**config.mk**
```make
export PLATFORM = sky130hd
export DESIGN_NAME = alu_arbiter
export DESIGN_NICKNAME = d
export VERILOG_FILES = /design/src/rtl/alu_arbiter.sv
export SDC_FILE = /design/constraint.sdc
export NUM_CORES = 1
export LEC_CHECK = 0
export CAP_MARGIN = 20
export CORE_MARGIN = 10
export CORE_UTILIZATION = 41
export DETAILED_ROUTE_END_ITERATION = 8
export GPL_ROUTABILITY_DRIVEN = 0
export HOLD_SLACK_MARGIN = 0.02
export PLACE_DENSITY_LB_ADDON = 0.25
export RECOVER_POWER = 25
export SLEW_MARGIN = 40
export SYNTH_ARGS = -nofsm -noshare
export SYNTH_HDL_FRONTEND = slang
export SYNTH_SLANG_ARGS = --single-unit
export TNS_END_PERCENT = 30
```
**constraint.sdc**
```tcl
create_clock -name i_clk -period 3.8 [get_ports i_clk]
set_input_delay 0.57 -clock i_clk [delete_from_list [all_inputs] [get_ports i_clk]]
set_output_delay 0.57 -clock i_clk [all_outputs]
set_load 0.01 [all_outputs]
```
**src/rtl/alu_arbiter.sv**
```systemverilog
// Round-robin sequencer sharing one ALU between two requesters over valid/ready handshakes.
// Optional illegal-opcode check enabled by defining ALU_ARB_SELCHK_EN.
module alu_arbiter #(
  parameter int DATA_W  = 16,
  parameter int ALU_LAT = 1
) (
  input  logic              i_clk,
  input  logic              i_rst_n,
  input  logic [1:0]        i_req_valid,
  output logic [1:0]        o_req_ready,
  input  logic [DATA_W-1:0] i_req0_op1,
  input  logic [DATA_W-1:0] i_req0_op2,
  input  logic [2:0]        i_req0_sel,
  input  logic [DATA_W-1:0] i_req1_op1,
  input  logic [DATA_W-1:0] i_req1_op2,
  input  logic [2:0]        i_req1_sel,
  output logic [1:0]        o_rsp_valid,
  input  logic [1:0]        i_rsp_ready,
  output logic [2*DATA_W-1:0] o_rsp_result,
  output logic              o_rsp_zero,
  output logic              o_rsp_err,
  output logic [DATA_W-1:0] o_alu_op1,
  output logic [DATA_W-1:0] o_alu_op2,
  output logic [2:0]        o_alu_sel,
  input  logic [2*DATA_W-1:0] i_alu_result,
  input  logic              i_alu_zero,
  output logic              o_busy
);

  typedef enum logic [1:0] {
    S_IDLE = 2'd0,
    S_EXEC = 2'd1,
    S_RESP = 2'd2
  } state_e;

  localparam logic [2:0] SEL_NOP  = 3'b100;
  localparam logic [3:0] CNT_INIT = 4'(ALU_LAT - 1);

  state_e              state_q, state_d;
  logic                last_q, last_d;
  logic                gnt_q, gnt_d;
  logic [3:0]          cnt_q, cnt_d;
  logic [DATA_W-1:0]   alu_op1_q, alu_op1_d;
  logic [DATA_W-1:0]   alu_op2_q, alu_op2_d;
  logic [2:0]          alu_sel_q, alu_sel_d;
  logic [2*DATA_W-1:0] res_q, res_d;
  logic                zero_q, zero_d;
  logic                err_q, err_d;

  logic                pick_s;
  logic [DATA_W-1:0]   pick_op1_s;
  logic [DATA_W-1:0]   pick_op2_s;
  logic [2:0]          pick_sel_s;
  logic                pick_illegal_s;
  logic [1:0]          req_ready_s;

`ifdef ALU_ARB_SELCHK_EN
  function automatic logic sel_illegal(input logic [2:0] sel);
    return (sel > SEL_NOP);
  endfunction
  assign pick_illegal_s = sel_illegal(pick_sel_s);
`else
  assign pick_illegal_s = 1'b0;
`endif

  // Round-robin pick: on contention the requester that was not served last wins.
  always_comb begin
    pick_s = 1'b0;
    if (i_req_valid == 2'b11) begin
      pick_s = ~last_q;
    end else begin
      pick_s = i_req_valid[1];
    end
    pick_op1_s = pick_s ? i_req1_op1 : i_req0_op1;
    pick_op2_s = pick_s ? i_req1_op2 : i_req0_op2;
    pick_sel_s = pick_s ? i_req1_sel : i_req0_sel;
  end

  always_comb begin
    state_d     = state_q;
    last_d      = last_q;
    gnt_d       = gnt_q;
    cnt_d       = cnt_q;
    alu_op1_d   = alu_op1_q;
    alu_op2_d   = alu_op2_q;
    alu_sel_d   = alu_sel_q;
    res_d       = res_q;
    zero_d      = zero_q;
    err_d       = err_q;
    req_ready_s = 2'b00;
    case (state_q)
      S_IDLE: begin
        if (i_req_valid != 2'b00) begin
          req_ready_s = pick_s ? 2'b10 : 2'b01;
          gnt_d       = pick_s;
          cnt_d       = CNT_INIT;
          err_d       = pick_illegal_s;
          if (pick_illegal_s) begin
            // Illegal opcode: ALU stays idle and a canned error response is produced.
            res_d   = '0;
            zero_d  = 1'b1;
            state_d = S_RESP;
          end else begin
            alu_op1_d = pick_op1_s;
            alu_op2_d = pick_op2_s;
            alu_sel_d = pick_sel_s;
            state_d   = S_EXEC;
          end
        end else begin
          state_d = S_IDLE;
        end
      end
      S_EXEC: begin
        if (cnt_q == 4'd0) begin
          res_d   = i_alu_result;
          zero_d  = i_alu_zero;
          err_d   = 1'b0;
          state_d = S_RESP;
        end else begin
          cnt_d = cnt_q - 4'd1;
        end
      end
      S_RESP: begin
        if (i_rsp_ready[gnt_q]) begin
          alu_op1_d = '0;
          alu_op2_d = '0;
          alu_sel_d = SEL_NOP;
          last_d    = gnt_q;
          state_d   = S_IDLE;
        end else begin
          state_d = S_RESP;
        end
      end
      default: begin
        alu_op1_d = '0;
        alu_op2_d = '0;
        alu_sel_d = SEL_NOP;
        state_d   = S_IDLE;
      end
    endcase
  end

  // State and datapath registers; reset aborts any operation in flight.
  always_ff @(posedge i_clk or negedge i_rst_n) begin
    if (!i_rst_n) begin
      state_q   <= S_IDLE;
      last_q    <= 1'b1;
      gnt_q     <= 1'b0;
      cnt_q     <= 4'd0;
      alu_op1_q <= '0;
      alu_op2_q <= '0;
      alu_sel_q <= SEL_NOP;
      res_q     <= '0;
      zero_q    <= 1'b0;
      err_q     <= 1'b0;
    end else begin
      state_q   <= state_d;
      last_q    <= last_d;
      gnt_q     <= gnt_d;
      cnt_q     <= cnt_d;
      alu_op1_q <= alu_op1_d;
      alu_op2_q <= alu_op2_d;
      alu_sel_q <= alu_sel_d;
      res_q     <= res_d;
      zero_q    <= zero_d;
      err_q     <= err_d;
    end
  end

  assign o_req_ready  = req_ready_s;
  assign o_rsp_valid  = (state_q == S_RESP) ? (gnt_q ? 2'b10 : 2'b01) : 2'b00;
  assign o_rsp_result = res_q;
  assign o_rsp_zero   = zero_q;
  assign o_rsp_err    = err_q;
  assign o_alu_op1    = alu_op1_q;
  assign o_alu_op2    = alu_op2_q;
  assign o_alu_sel    = alu_sel_q;
  assign o_busy       = (state_q != S_IDLE);

endmodule

```
==> out/results.md, run 1 <==
* category of the worst setup path launch point: input port
* Max Freq: 331 MHz
* number of cells on the worst reg-to-reg path: 5
* per-cell via count in the routed design: 5.45
* overall die area: 0.0126 sq mm
* Vert. Die Dim: 112 um
* share of the yosys chip area belonging to registers: 0.546
* share of post-route cells with drive strength above 1: 0.142
* Initial Util: 0.422
* TritonCTS Sinks: 76
* shortest clock period the worst path allows after layout: 3.02 ns
* post-synthesis area per instance: 12.2 sq um
* remaining global-route overflow: 0
* routed length on met3: 1780 um
* Post-DP HPWL: 8680 um
* maximum fanout count along the critical path: 38
* final setup TNS: 0 ns
* multi-input gate area in the final layout: 0.00140 sq mm
* net count of the mapped netlist: 398
* Bufs on Longest Clock Path: 2
* clock tree from TritonCTS: built
* Max-Cap Viols: 1
* Floorplan Core Area: 0.00826 sq mm
* port buffer count: 181
* number of warning messages in the yosys log: 0
* Detailed Route Iter0 Violations: 134
* total met2 wirelength after detailed routing: 5100 um
* via total after detailed routing: 3,106
* Placed Cells incl. Taps: 554
* peak supply drop: 0.441 mV
* count of filler cells inserted in the layout: 652
* HP Start: cnt_q[0]$_DFFE_PN0P_
* Num CTS Buffers: 9
* post-detailed-route count of antenna-violating nets: 0
* Clock transition at path regs: 0.08 ns
* buffer cell driving the clock tree root: sky130_fd_sc_hd__clkbuf_8
* number of storage elements in the synthesis netlist: 76
* sequential cell area: 0.00190 sq mm
* Synth Flop Type: sky130_fd_sc_hd__dfrtp_1
* I/O pins: 183
* maximum number of pins on one net before global-route repair: 77
* cell depth of the worst hold path: 1
* area grow syn2layout: 59.3%
* minimum setup slack among reg-to-reg paths: 1.83 ns
* kind of critical path: input port to output port
* sort of element at the end of the critical path: output port
* Post-CTS Setup Repair Bufs: 0
* most common library cell in the layout ignoring fill and taps: sky130_fd_sc_hd__clkdlybuf4s50_1
* worst flop-to-flop path endpoint: o_rsp_result[12]$_DFFE_PN0P_
* critical path required time: 3.23 ns
* count of cells resized by post-cts repair: 0
* commonest cells after routing, fill and taps aside: sky130_fd_sc_hd__clkdlybuf4s50_1, sky130_fd_sc_hd__dfrtp_1, sky130_fd_sc_hd__o21ai_0
* Antenna Cells: 0
* final hold viol count: 0
* remaining max-slew budget at the tightest pin: -0.285
* number of nets in the finished design: 571
* count of unresolved DRC violations after routing: 0
* insertion delay to the later sink of the worst-skew pair: 0.36 ns
* total global routing track utilization: 0.181
* Wirelength per Cell: 20.6 um
* capture endpoint of the worst hold path: cnt_q[0]$_DFFE_PN0P_
* Final Non-Filler Cells: 570
* H-tree depth: 3
* Leak: 2.28 nW
* Slew Limit Fails: 77
* fraction of synthesis flops using an asynchronous set or reset pin: 1.00
* final period utilization: 0.795
* vias in the first global route: 3,413
* status: complete, but fails checks
* path class of the lowest-slack min-delay path: flop to flop
* number of enable flip-flop cells after synthesis: 0
* data arrival time of the worst path: 2.45 ns
* top sig layer: met4
* source of the worst register-to-register timing path: cnt_q[0]$_DFFE_PN0P_
* gate count of the mapped netlist: 287
* number of antenna violations at the first check in global routing: 0
* length of routed wiring on met1: 4730 um
* combined area of all synthesized cells: 0.00349 sq mm
* violated checks: max-capacitance violations, max-slew violations
* wirelength, routed: 11,800 um
* Chip Width: 112 um
* slew at the pin closest to its max-slew limit: 1.93 ns
* total of endpoints with negative setup slack in the final report: 0
* Cell Rows: 33
* number of detailed-route iterations in the first pass: 4
* wire length of the first global-routing pass: 18,600 um
* Final Skew: 0.0177 ns
* setup repair after global routing missed its margin: false
* total of hold buffers inserted after clock tree synthesis: 0
* Unique masters post-synth: 34
* Pwr Density: 762 mW/mm^2
metrics by stage:
| stage | setup WS, ns | area [sq um] | hold slack (ns) | util | power (mW) |
|---|---|---|---|---|---|
| after detailed placement | 0.831 | 5350 | 0.471 | 0.647 | 3.59 |
| after global placement | 0.864 | 5320 | 0.459 | 0.644 | 3.48 |
| after floorplan | 2.05 | 3490 | 0.274 | - | 2.49 |
| after CTS | 0.812 | 5560 | 0.260 | 0.674 | 4.29 |
| after global routing | 0.704 | 5560 | 0.513 | 0.673 | 4.51 |
| final | 0.778 | 5560 | 0.479 | 0.673 | 4.23 |
power by group:
group	switching, mW	leakage, nW	total [mW]	internal, mW
Sequential	0.234	0.925	1.44	1.20
Combinational	0.908	1.26	2.11	1.20
Clock	0.313	0.102	0.683	0.370
Total	1.45	2.28	4.23	2.78
area by class of cell:
type | count | area share
flip-flops and latches | 76 | 0.343
multi-input cells | 177 | 0.253
inverters | 8 | 0.00540
repair buffers | 188 | 0.337
well taps | 105 | 0.0236
clock inverters | 6 | 0.0160
clock buffers | 10 | 0.0230
layer usage:
metal,global-route usage,vias up
li1,-,1413
met1,0.211,1511
met2,0.267,171
met3,0.117,11
met4,0.0541,0
met5,0,-
how the worst max path moves through the flow:
stage / from / depth (start not counted) / endpoint / slack (ns)
after floorplan: i_req_valid[1] / 3 / o_req_ready[0] / 2.05
after global placement: i_req_valid[1] / 5 / o_req_ready[0] / 0.86
after detailed placement: i_req_valid[1] / 5 / o_req_ready[0] / 0.83
after CTS: i_req_valid[1] / 5 / o_req_ready[0] / 0.81
after global routing: i_req_valid[1] / 5 / o_req_ready[0] / 0.70
final: i_req_valid[1] / 5 / o_req_ready[0] / 0.78
synthesized netlist by cell type (all sizes together), types with 3 or more instances:
cell type,instances,area (sq um)
dfrtp,74,1850
o21ai,39,195
a22oi,35,263
mux2,34,383
o2bb2ai,34,298
buf,13,103
clkbuf,13,48.8
inv,8,30.0
nand2,5,21.3
nor2,4,15.0
mux2i,3,30.0
worst max-delay path, stage by stage:
cell and delay, ns:
sky130_fd_sc_hd__clkdlybuf4s50_1 0.50, sky130_fd_sc_hd__buf_4 0.39, sky130_fd_sc_hd__o21ai_0 0.24, sky130_fd_sc_hd__nor2_1 0.15, sky130_fd_sc_hd__clkdlybuf4s50_1 0.59
flip-flops by register name, indices dropped and copies added (netlist names):
register,flops
o_rsp_zero,1
cnt_q,4
o_rsp_result,32
state_q,2
o_alu_op2,16
last_q,1
o_alu_sel,3
gnt_q,1
o_alu_op1,16
kinds of logic (layout without fill, tap and decap cells):
group	count (synthesis)	count (layout)	synth area share
adder cells (fa/ha/maj)	2	2	0.00718
flip-flops	76	76	0.546
multiplexers	37	37	0.118
buffers and inverters	34	212	0.0520
AO/OA/AOI/OAI	117	117	0.243
AND/OR/NAND/NOR	20	20	0.0323
other	1	1	0.00108
Power figures use the tool's default switching activity.
==> inputs of run 2 (changes only) <==
--- a/config.mk
+++ b/config.mk
@@ -7,7 +7,7 @@
 export LEC_CHECK = 0
 export CAP_MARGIN = 20
 export CORE_MARGIN = 10
-export CORE_UTILIZATION = 41
+export CORE_UTILIZATION = 40
 export DETAILED_ROUTE_END_ITERATION = 8
 export GPL_ROUTABILITY_DRIVEN = 0
 export HOLD_SLACK_MARGIN = 0.02
==> constraint.sdc (replaced) <==
create_clock -name i_clk -period 3.1 [get_ports i_clk]
set_input_delay 0.465 -clock i_clk [delete_from_list [all_inputs] [get_ports i_clk]]
set_output_delay 0.465 -clock i_clk [all_outputs]
set_load 0.01 [all_outputs]
==> out/results.md, run 2 (same netlist as run 1, synthesis figures left out) <==
* status: complete, but fails checks
* violated checks: max-capacitance violations, max-slew violations
* total of endpoints with negative setup slack in the final report: 0, unchanged
* cell internal power dissipation: 3.50 mW, +26%
* worst slack at placement: 0.703 ns, -0.128 ns
* power after layout: 5.25 mW, +24%
* vias in the first global route: 3,309, -3.0%
* slew at the pin closest to its max-slew limit: 1.91 ns, -0.0210 ns
* number of nets in the finished design: 573, +0.35%
* setup repair after global routing missed its margin: false
* area grow syn2layout: 60.7%
* wirelength, routed: 11,500 um, -2.0%
* maximum number of pins on one net before global-route repair: 77, unchanged
* number of flip-flops in the largest register: 32, unchanged
* Floorplan Core Area: 0.00859 sq mm, +4.1%
* Num CTS Buffers: 9, unchanged
* total global routing track utilization: 0.176, -0.00505
* remaining max-slew budget at the tightest pin: -0.271, +0.0140
* shortest clock period the worst path allows after layout: 2.55 ns
* insertion delay to the later sink of the worst-skew pair: 0.34 ns, -0.02 ns
* number of antenna violations at the first check in global routing: 0, unchanged
* HP Start: cnt_q[0]$_DFFE_PN0P_
* source of the worst register-to-register timing path: cnt_q[0]$_DFFE_PN0P_
* commonest cells after routing, fill and taps aside: sky130_fd_sc_hd__clkdlybuf4s50_1, sky130_fd_sc_hd__dfrtp_1, sky130_fd_sc_hd__o21ai_0
* final setup TNS: 0 ns, unchanged
* count of cells resized by post-cts repair: 0, unchanged
* sort of element at the end of the critical path: output port
* TritonCTS Sinks: 76, unchanged
* per-cell via count in the routed design: 5.41, -0.71%
* I/O pins: 183, unchanged
* Post-DP HPWL: 8430 um, -2.8%
* clock share of power: 0.177, +0.016
* Placed Cells incl. Taps: 559, +0.90%
* clock tree from TritonCTS: built
* portion of total power attributed to sequential cells: 0.333, -0.007
* Leak: 2.31 nW, +1.2%
* share of post-route cells with drive strength above 1: 0.148, +0.00582
* Final Skew: 0.0106 ns, -0.00712 ns
* critical path required time: 2.63 ns, -0.60 ns
* Net Sw Frac: 0.333, -0.0104
* buffer cell driving the clock tree root: sky130_fd_sc_hd__clkbuf_8
* wire length of the first global-routing pass: 18,500 um, -0.48%
* Wirelength per Cell: 20.0 um, -2.8%
* Antenna Cells: 0, unchanged
* Final Non-Filler Cells: 575, +0.88%
* overall die area: 0.0129 sq mm, +2.1%
* category of the worst setup path launch point: flop
* Chip Width: 113 um, +1.0%
* final period utilization: 0.824
* H-tree depth: 3, unchanged
* peak supply drop: 0.575 mV, +30%
* Max-Cap Viols: 1, unchanged
* Initial Util: 0.406, -0.0165
* total of hold buffers inserted after clock tree synthesis: 0, unchanged
* Detailed Route Iter0 Violations: 186, +39%
* port buffer count: 181, unchanged
* post-detailed-route count of antenna-violating nets: 0, unchanged
* Max Freq: 392 MHz
* via total after detailed routing: 3,111, +0.16%
* kind of critical path: flop to output port
* Pwr Density: 938 mW/mm^2, +23%
* Slew Limit Fails: 77, unchanged
* Worst Setup SP: state_q[1]$_DFFE_PN0P_
* maximum fanout count along the critical path: 38, unchanged
* most common library cell in the layout ignoring fill and taps: sky130_fd_sc_hd__clkdlybuf4s50_1
* net load switching power: 1.75 mW, +20%
* number of detailed-route iterations in the first pass: 4, unchanged
* final hold viol count: 0, unchanged
* portion of total power attributed to combinational logic: 0.490, -0.009
* Vert. Die Dim: 113 um, +1.0%
* data arrival time of the worst path: 2.09 ns, -0.36 ns
* path class of the lowest-slack min-delay path: flop to flop
* Clock transition at path regs: 0.08 ns, about the same
* remaining global-route overflow: 0, unchanged
* Bufs on Longest Clock Path: 2, unchanged
* Cell Rows: 34, +3.0%
* crit path setup slack, layout: 0.546 ns, -0.232 ns
* Post-CTS Setup Repair Bufs: 0, unchanged
* count of unresolved DRC violations after routing: 0, unchanged
run 2: cell types whose count changed in the layout (fill, tap and decap cells not counted), sizes merged:
cell      delta
buf          +2
bufinv       +1
clkinvlp     -1
run 2: worst paths after layout:
| kind | end | slack, ns | cells past startpoint |
|---|---|---|---|
| worst max-delay path | o_req_ready[1] | 0.55 | 4 |
| worst min-delay path | cnt_q[0]$_DFFE_PN0P_ | 0.49 | 1 |
| worst max register to register | o_rsp_result[2]$_DFFE_PN0P_ | 1.17 | 5 |
| worst min register to register | cnt_q[0]$_DFFE_PN0P_ | 0.49 | 1 |
| max in group asynchronous | o_rsp_zero$_DFFE_PN0P_ | 1.31 | 1 |
| min in group asynchronous | o_alu_op2[10]$_DFFE_PN0P_ | 0.63 | 1 |
run 2: final cells by class:
class                   instances  area, sq um
clock inverters                 6          111
multi-input cells             177         1400
flip-flops and latches         76         1900
well taps                     108          135
inverters                       8         30.0
repair buffers                190         1880
fillers                       676         2990
clock buffers                  10          138
run 2: metrics by stage:
step / hold slack (ns) / instance area [sq um] / utilization
after floorplan: 0.169 / 3490 / -
after global placement: 0.461 / 5340 / 0.622
after detailed placement: 0.473 / 5360 / 0.624
after CTS: 0.173 / 5610 / 0.653
after global routing: 0.510 / 5600 / 0.652
final: 0.485 / 5600 / 0.652
run 2: power by group through the flow:
stage / Clock (mW) / Sequential (mW) / Combinational, mW
2_1_floorplan: 0 / 1.93 / 1.12
3_3_place_gp: 0 / 1.74 / 2.53
3_5_place_dp: 0 / 1.77 / 2.61
4_1_cts: 0.953 / 1.75 / 2.62
5_1_grt: 1.00 / 1.82 / 2.80
6_report: 0.929 / 1.75 / 2.57
run 2: worst max-delay path, stage by stage (launching register included):
cell                              delay, ns
sky130_fd_sc_hd__dfrtp_1               0.48
sky130_fd_sc_hd__nor2_2                0.15
sky130_fd_sc_hd__buf_4                 0.35
sky130_fd_sc_hd__and2_1                0.21
sky130_fd_sc_hd__clkdlybuf4s50_1       0.54
run 2: routing by layer:
| layer | share of wire | track usage |
|---|---|---|
| met5 | 0 | 0 |
| met4 | 0.012 | 0.0516 |
| met3 | 0.11 | 0.0814 |
| met2 | 0.45 | 0.265 |
| met1 | 0.42 | 0.220 |
==> inputs of run 3 (changes only) <==
==> constraint.sdc (replaced) <==
create_clock -name i_clk -period 2.5 [get_ports i_clk]
set_input_delay 0.375 -clock i_clk [delete_from_list [all_inputs] [get_ports i_clk]]
set_output_delay 0.375 -clock i_clk [all_outputs]
set_load 0.01 [all_outputs]
==> out/results.md, run 3 (same netlist as run 1, synthesis figures left out) <==
* Pwr Density: 1150 mW/mm^2, +22%
* Wirelength per Cell: 20.0 um, -0.23%
* I/O pins: 183, unchanged
* maximum number of pins on one net before global-route repair: 43, -44%
* remaining max-slew budget at the tightest pin: 0.402, +0.673
* commonest cells after routing, fill and taps aside: sky130_fd_sc_hd__clkdlybuf4s50_1, sky130_fd_sc_hd__dfrtp_1, sky130_fd_sc_hd__o21ai_0
* cell internal power dissipation: 4.23 mW, +21%
* Antenna Cells: 0, unchanged
* Final Skew: 0.0107 ns, +0.000158 ns
* maximum fanout count along the critical path: 7, -82%
* Detailed Route Iter0 Violations: 193, +3.8%
* port buffer count: 181, unchanged
* total of endpoints with negative setup slack in the final report: 0, unchanged
* final setup TNS: 0 ns, unchanged
* Vert. Die Dim: 113 um, unchanged
* share of post-route cells with drive strength above 1: 0.151, +0.00331
* Cell Rows: 34, unchanged
* most common library cell in the layout ignoring fill and taps: sky130_fd_sc_hd__clkdlybuf4s50_1
* final period utilization: 0.902
* portion of total power attributed to sequential cells: 0.338, +0.005
* wire length of the first global-routing pass: 18,200 um, -1.8%
* Post-CTS Setup Repair Bufs: 0, unchanged
* post-detailed-route count of antenna-violating nets: 0, unchanged
* Final Non-Filler Cells: 578, +0.52%
* area grow syn2layout: 60.7%, about the same
* clock share of power: 0.163, -0.014
* Clock transition at path regs: 0.08 ns, about the same
* total global routing track utilization: 0.173, -0.00217
* Max-Cap Viols: 0, -1
* per-cell via count in the routed design: 5.42, +0.12%
* sort of element at the end of the critical path: output port
* Post-DP HPWL: 8560 um, +1.5%
* number of antenna violations at the first check in global routing: 0, unchanged
* count of unresolved DRC violations after routing: 0, unchanged
* number of nets in the finished design: 576, +0.52%
* Net Sw Frac: 0.341, +0.00835
* number of flip-flops in the largest register: 32, unchanged
* data arrival time of the worst path: 1.88 ns, -0.21 ns
* total of hold buffers inserted after clock tree synthesis: 1, +1
* kind of critical path: flop to output port
* H-tree depth: 3, unchanged
* slew at the pin closest to its max-slew limit: 0.897 ns, -1.01 ns
* setup repair after global routing missed its margin: false
* via total after detailed routing: 3,131, +0.64%
* Initial Util: 0.406, unchanged
* count of cells resized by post-cts repair: 0, unchanged
* Chip Width: 113 um, unchanged
* wirelength, routed: 11,600 um, +0.29%
* category of the worst setup path launch point: flop
* number of detailed-route iterations in the first pass: 4, unchanged
* Max Freq: 443 MHz
* critical path required time: 2.12 ns, -0.51 ns
* TritonCTS Sinks: 76, unchanged
* peak supply drop: 0.543 mV, -5.5%
* Slew Limit Fails: 0, -100%
* status: completed
* final hold viol count: 0, unchanged
* Bufs on Longest Clock Path: 2, unchanged
* remaining global-route overflow: 0, unchanged
* buffer cell driving the clock tree root: sky130_fd_sc_hd__clkbuf_8
* Floorplan Core Area: 0.00859 sq mm, unchanged
* Placed Cells incl. Taps: 561, +0.36%
* overall die area: 0.0129 sq mm, unchanged
* Leak: 2.31 nW, -0.15%
* portion of total power attributed to combinational logic: 0.499, +0.009
* clock tree from TritonCTS: built
* net load switching power: 2.19 mW, +25%
* Num CTS Buffers: 9, unchanged
* vias in the first global route: 3,373, +1.9%
* final hold slack: 0.470 ns, -0.0153 ns
* insertion delay to the later sink of the worst-skew pair: 0.34 ns, about the same
* path class of the lowest-slack min-delay path: flop to flop
* shortest clock period the worst path allows after layout: 2.25 ns
==> run 3: changes by cell type in the layout (fill, tap and decap cells not counted) <==
cell | previous run | this run
sky130_fd_sc_hd__buf_4 | 8 | 9
sky130_fd_sc_hd__bufinv_16 | 3 | 2
sky130_fd_sc_hd__clkbuf_4 | 0 | 1
sky130_fd_sc_hd__clkbuf_8 | 10 | 9
sky130_fd_sc_hd__clkinv_2 | 1 | 0
sky130_fd_sc_hd__clkinv_4 | 1 | 3
sky130_fd_sc_hd__clkinvlp_4 | 1 | 2
sky130_fd_sc_hd__dlygate4sd3_1 | 0 | 1
==> run 3: final timing paths <==
path                                        startpoint  slack, ns  depth (start not counted)                     endpoint
max in group asynchronous                      i_rst_n       0.60                          3    o_alu_op1[13]$_DFFE_PN0P_
worst max register to register    cnt_q[0]$_DFFE_PN0P_       0.52                          5  o_rsp_result[3]$_DFFE_PN0P_
worst min register to register    cnt_q[0]$_DFFE_PN0P_       0.47                          1         cnt_q[0]$_DFFE_PN0P_
min in group asynchronous                      i_rst_n       0.68                          2    o_alu_op2[10]$_DFFE_PN0P_
worst max-delay path            state_q[1]$_DFFE_PN0P_       0.25                          4               o_req_ready[0]
worst min-delay path              cnt_q[0]$_DFFE_PN0P_       0.47                          1         cnt_q[0]$_DFFE_PN0P_
==> run 3: per-stage QoR <==
step	utilization	total power [mW]	setup slack [ns]	cell area, sq um
6_report	0.652	6.42	0.245	5610
5_1_grt	0.652	6.88	0.0711	5610
4_1_cts	0.654	6.52	0.209	5620
3_5_place_dp	0.627	5.44	0.279	5390
3_3_place_gp	0.625	5.33	0.269	5370
2_1_floorplan	-	3.78	1.02	3490
==> run 3: worst max-delay path, cell delays in order, from the launching register on <==
cell and delay, ns:
sky130_fd_sc_hd__dfrtp_1 0.49, sky130_fd_sc_hd__nor2_2 0.20, sky130_fd_sc_hd__o21ai_0 0.18, sky130_fd_sc_hd__nor2_1 0.13
sky130_fd_sc_hd__clkdlybuf4s50_1 0.54
==> run 3: power groups by stage <==
stage	clock network, mW	registers (mW)	logic [mW]
after floorplan	0	2.40	1.39
after global placement	0	2.17	3.16
after detailed placement	0	2.19	3.25
after CTS	1.09	2.17	3.27
after global routing	1.14	2.25	3.49
final	1.05	2.17	3.20
==> run 3: area by class of cell <==
type	instances	area, sq um
tap	108	135
inverter	8	30.0
timing repair buffer	193	1910
clock inverter	7	101
clock buffer	9	124
sequential	76	1900
multi-input combinational	177	1400
fill	682	2990
==> run 3: routing by layer <==
layer,vias to the layer above,track usage,share of wire
li1,1428,-,-
met1,1542,0.213,0.41
met2,151,0.262,0.45
met3,10,0.0945,0.12
met4,0,0.0415,0.012
met5,-,0,0
